### config.mk
export PLATFORM = sky130hd
export DESIGN_NAME = text_sink_buffer
export DESIGN_NICKNAME = d
export VERILOG_FILES = /design/src/rtl/text_sink_buffer.sv
export SDC_FILE = /design/constraint.sdc
export NUM_CORES = 1
export LEC_CHECK = 0
export ABC_AREA = 1
export CORE_UTILIZATION = 25
export CTS_BUF_LIST = sky130_fd_sc_hd__clkbuf_8 sky130_fd_sc_hd__clkbuf_16
export DETAILED_ROUTE_END_ITERATION = 16
export GPL_ROUTABILITY_DRIVEN = 0
export SYNTH_ARGS = -nofsm -noshare
export SYNTH_HDL_FRONTEND = slang
export SYNTH_SLANG_ARGS = --single-unit
### constraint.sdc
create_clock -name CLOCK_50 -period 2.65 [get_ports CLOCK_50]
set_input_delay 0.53 -clock CLOCK_50 [delete_from_list [all_inputs] [get_ports CLOCK_50]]
set_output_delay 0.53 -clock CLOCK_50 [all_outputs]
set_load 0.02 [all_outputs]
### src/rtl/text_sink_buffer.sv
// text_sink_buffer: final stage of the text link. Captures decompressed
// characters into a local buffer until a terminator, a full-buffer overrun,
// or the withdrawal of start_write. Provides a registered read port, the
// stored byte count and an XOR checksum of everything stored.

module text_sink_buffer #(
    parameter int         DEPTH = 32,
    parameter int         AW    = 5,
    parameter logic [7:0] TERM  = 8'h00
) (
    input  logic          CLOCK_50,
    input  logic          reset,
    input  logic          start_write,
    input  logic [7:0]    data_in,
    input  logic          data_valid,
    input  logic          clear,
    input  logic [AW-1:0] rd_addr,
    output logic [7:0]    rd_data,
    output logic [AW:0]   byte_count,
    output logic [7:0]    checksum,
    output logic          busy,
    output logic          done,
    output logic          overflow,
    output logic          term_seen
);

    typedef enum logic [1:0] {
        IDLE    = 2'd0,
        CAPTURE = 2'd1,
        DONE    = 2'd2
    } state_t;

    localparam logic [AW:0] FULL_COUNT = (AW + 1)'(DEPTH);

    state_t      r_state;
    state_t      w_nextState;

    logic [7:0]  r_mem [DEPTH];
    logic [7:0]  r_rdData;
    logic [AW:0] r_byteCount;
    logic [7:0]  r_checksum;
    logic        r_overflow;
    logic        r_termSeen;

    logic        w_isTerm;
    logic        w_full;
    logic        w_capturing;
    logic        w_write;
    logic        w_overrun;
    logic        w_termHit;
    logic        w_clearDone;

    // Classify the incoming byte once so the state and datapath logic agree.
    always_comb begin
        w_isTerm    = (data_in == TERM);
        w_full      = (r_byteCount == FULL_COUNT);
        w_capturing = (r_state == CAPTURE) && start_write;
        w_termHit   = w_capturing && data_valid && w_isTerm;
        w_overrun   = w_capturing && data_valid && !w_isTerm && w_full;
        w_write     = w_capturing && data_valid && !w_isTerm && !w_full;
        w_clearDone = (r_state == DONE) && clear;
    end

    // State register with synchronous active-low reset.
    always_ff @(posedge CLOCK_50) begin
        if (!reset) begin
            r_state <= IDLE;
        end else begin
            r_state <= w_nextState;
        end
    end

    // Next-state selection; the capture exits follow the priority order
    // withdrawal, terminator, overrun.
    always_comb begin
        w_nextState = r_state;
        case (r_state)
            IDLE: begin
                if (start_write) begin
                    w_nextState = CAPTURE;
                end
            end
            CAPTURE: begin
                if (!start_write || w_termHit || w_overrun) begin
                    w_nextState = DONE;
                end
            end
            DONE: begin
                if (clear) begin
                    w_nextState = IDLE;
                end
            end
            default: w_nextState = IDLE;
        endcase
    end

    // Status outputs are pure decodes of registered state and flags.
    always_comb begin
        busy       = (r_state == CAPTURE);
        done       = (r_state == DONE);
        byte_count = r_byteCount;
        checksum   = r_checksum;
        overflow   = r_overflow;
        term_seen  = r_termSeen;
        rd_data    = r_rdData;
    end

    // Count, checksum and sticky flags; clear from DONE re-arms them all.
    always_ff @(posedge CLOCK_50) begin
        if (!reset) begin
            r_byteCount <= '0;
            r_checksum  <= '0;
            r_overflow  <= 1'b0;
            r_termSeen  <= 1'b0;
        end else if (w_clearDone) begin
            r_byteCount <= '0;
            r_checksum  <= '0;
            r_overflow  <= 1'b0;
            r_termSeen  <= 1'b0;
        end else begin
            if (w_write) begin
                r_byteCount <= r_byteCount + 1'b1;
                r_checksum  <= r_checksum ^ data_in;
            end
            if (w_overrun) begin
                r_overflow <= 1'b1;
            end
            if (w_termHit) begin
                r_termSeen <= 1'b1;
            end
        end
    end

    // Buffer storage is never reset, so stale contents survive a reset.
    always_ff @(posedge CLOCK_50) begin
        if (w_write) begin
            r_mem[r_byteCount[AW-1:0]] <= data_in;
        end
    end

    // Registered read port; a same-edge write to the same address returns
    // the old contents because the memory update is also non-blocking.
    always_ff @(posedge CLOCK_50) begin
        if (!reset) begin
            r_rdData <= '0;
        end else begin
            r_rdData <= r_mem[rd_addr];
        end
    end

endmodule

==> metrics.md <==
| Metric | Value |
|---|---|
| Full die area | `0.04747 mm2` |
| Synth Warn # | `0` |
| Seq/Total Area, Yosys | `0.7045` |
| Post-Synth Simple-Gate Area | `0.2350` |
| HPWL after DPL | `18850 um` |
| CTS Hold Buffers Added | `0` |
| CTS clock-pin slew for the worst setup and hold paths | `0.07 ns` |
| Share of cells above drive strength 1 | `0.09386` |
| Register area | `0.008208 mm2` |
| Synth Area in Adders | `0.004296` |
| PD cells | `701.5 mW/mm2` |
| Fin Clk Skew | `between 0.015 and 0.02 ns` |
| Area taken by multi-input logic gates | `0.003032 mm2` |
| First-pass GRT wire length | `45300 um` |
| H-tree depth | `1` |
| Vias in the first global route | `7509` |
| Xor and xnor area share after synthesis | `0.0007518` |
| Syn_nets | `1085` |
| RSZ-0062 raised after global routing | `no` |
| # IOs | `44` |
| Max Fanout on Critical Path | `8` |
| Hold Crit Class | `flip-flop to flip-flop` |
| Netlist Area Pre-Place | `~0.012 mm2` |
| Leakage | `0.004959 uW` |
| 1st-pass router iterations | `5` |
| Startpoint types | `flip-flop` |
| Antenna Nets Post-Route | `0` |
| Worst-margin pin slew | `0.7257 ns` |
| Area growth, synth to finish | `19.61%` |
| Wire per inst | `about 17 um` |
| DRC | `0` |
| Crit path capture type | `flip-flop` |
| Cell Area, Placed | `0.01293 mm2` |
| Fin nets | `1140` |
| Max Freq | `0.4232 GHz` |
| Compound-Gate Fraction of Synth Area | `0.02019` |
| Endpoints failing setup | `0` |
| Yosys cell types | `27` |
| Final period util | `0.8917` |
| Avg Vias per Cell | `4.497` |
| Iteration-0 DRC Markers | `889` |
| Multiplexer share of the synthesized area | `0` |
| Max Root-Sink Buffers | `3` |
| Post-Synthesis Cells | `1063` |
| Setup TNS | `0 ns` |
| Worst hold start | `checksum[7]$_SDFFE_PP0P_` |
| CP Data Required Time | `2.82 ns` |
| Hold Vio Cnt, Final | `0` |
| Vias after detailed routing | `~7800` |
| I/O Buffers | `43` |
| Rel. slew slack | `0.5144` |
| Status | `complete, no violations` |
| Total grt overflow | `0` |
| Drt total wl | `between 20000 and 30000 um` |
| Cts bufs inserted | `28` |
| Crit path launch | `byte_count[0]$_SDFFE_PP0P_` |
| Std-Cell Rows | `78` |
| Reg-to-Reg Start | `byte_count[0]$_SDFFE_PP0P_` |
| Critical Path AT | `2.53 ns` |
| Die Wd | `about 220 um` |
| Main combinational cell family by area after synthesis | `simple AND/OR/NAND/NOR gates` |
| Inserted Diodes | `0` |
| CTS Sinks | `282` |
| Post-CTS setup buffer count | `0` |
| Clk_lat worst skew | `about 0.54 ns` |
| Peak supply drop | `approximately 0.58 mV` |
| Design area | `0.01393 mm2` |
| Die Ht | `217.9 um` |
| Clk root buf | `clkbuf_16` |
| Final min period | `2.363 ns` |
| GRT Total Usage | `0.1258` |
| TritonCTS clock tree | `built` |
| Pin count of the biggest net entering global routing | `108` |
| Initial Util | `0.2551` |
| Fill cells | `4673` |
| Antenna violations before repair | `0` |
| Crit path kind | `flip-flop to flip-flop` |
| Slew Viols, Final | `0` |
| Core area | `0.04567 mm2` |
| Syn_area_per_cell | `10.96 um2` |
| Number of synthesized register bits | `282` |
| Gates resized, CTS repair | `0` |
| Max-Cap Viols | `0` |
logic make-up (layout without fill, tap and decap cells):
kind of cell / Yosys count / in the layout
flip-flops: 282 / 282
AO/OA/AOI/OAI: 46 / 46
XOR/XNOR: 1 / 1
AND/OR/NAND/NOR: 641 / 641
adder cells (fa/ha/maj): 4 / 4
buffers and inverters: 89 / 166
synthesized netlist by cell type, drive strengths merged:
library cell | count | area (um2)
nand2 | 342 | 1311
edfxtp | 256 | 7687
nand3 | 190 | 950.9
nor2 | 103 | 427.9
buf | 47 | 252.7
inv | 32 | 120.1
dfxtp | 26 | 520.5
a21oi | 23 | 115.1
o21ai | 22 | 113.9
clkbuf | 10 | 37.54
ha | 4 | 50.05
nor3 | 3 | 15.01
nand4 | 2 | 12.51
a31oi | 1 | 6.260
nand3b | 1 | 20.02
xnor2 | 1 | 8.760
state kept, by name (all words and copies together) (netlist names):
| name | flops |
|---|---|
| checksum | 8 |
| rd_data | 8 |
| r_mem | 256 |
| r_state | 2 |
| term_seen | 1 |
| overflow | 1 |
| byte_count | 6 |
layout by cell type, fill, tap and decap left out, types with 3 or more instances in the layout:
cell and instances:
nor3_1 3, clkdlybuf4s50_1 41, bufinv_16 5, nand2_1 337
buf_12 8, inv_1 28, dfxtp_1 26, nor2_4 3
clkinvlp_4 3, o21ai_0 20, buf_4 32, nand2_4 3
ha_1 4, clkbuf_16 28, a21oi_1 23, inv_2 4
nand3_1 190, edfxtp_1 256, clkinv_2 6, clkbuf_8 4
nor2_1 98
metal layers:
layer	routed length, um	share of wire	up-vias	track usage
li1	-	-	3753	-
met1	13680	0.46	3751	0.1795
met2	13070	0.44	283	0.1948
met3	2162	0.073	37	0.02218
met4	682	0.023	0	0.03497
met5	0	0	-	0
power by group:
part / leakage (uW) / internal (uW) / switching (uW)
sequential: 0.00251 / 4870 / 13.4
combinational: 0.00195 / 210 / 457
clock: 0.000493 / 2540 / 1680
total: 0.00496 / 7620 / 2150
per-stage QoR:
step | cells | total power [uW] | util | worst slack (ns) | hold WS, ns
final | 1740 | 9775 | 0.3051 | 0.2869 | 0.4584
after global routing | 1740 | 10110 | 0.3051 | 0.1171 | 0.4913
after CTS | 1740 | 9850 | 0.3051 | 0.2662 | 0.4614
after detailed placement | 1688 | 5649 | 0.2830 | -0.2457 | 0.4529
after global placement | 1688 | 5645 | 0.2830 | -0.2430 | 0.4459
after floorplan | 1063 | 5342 | - | 0.2619 | 0.5264
layout make-up:
| cell class | count | share of cell area |
|---|---|---|
| sequential | 282 | 0.5890 |
| multi-input combinational | 692 | 0.2176 |
| timing repair buffer | 82 | 0.05854 |
| clock buffer | 32 | 0.05423 |
| tap | 600 | 0.05387 |
| clock inverter | 20 | 0.01805 |
| inverter | 32 | 0.008710 |
critical path, cell delays in order (launching register included):
cell and delay (ns):
dfxtp_1 0.43, inv_1 0.14, ha_1 0.23, nand2_1 0.12, nor2_4 0.07, nand3b_4 0.16
nor2_2 0.19, inv_1 0.15, nor2_1 0.50
path summary, 6_finish.rpt:
check | end | slack, ns | cells past startpoint
setup / recovery | r_mem[23][3]$_DFFE_PP_ | 0.29 | 8
hold / removal | checksum[7]$_SDFFE_PP0P_ | 0.46 | 2
setup reg to reg | r_mem[23][3]$_DFFE_PP_ | 0.29 | 8
hold reg to reg | checksum[7]$_SDFFE_PP0P_ | 0.46 | 2
(Power assumes the default switching activity.)
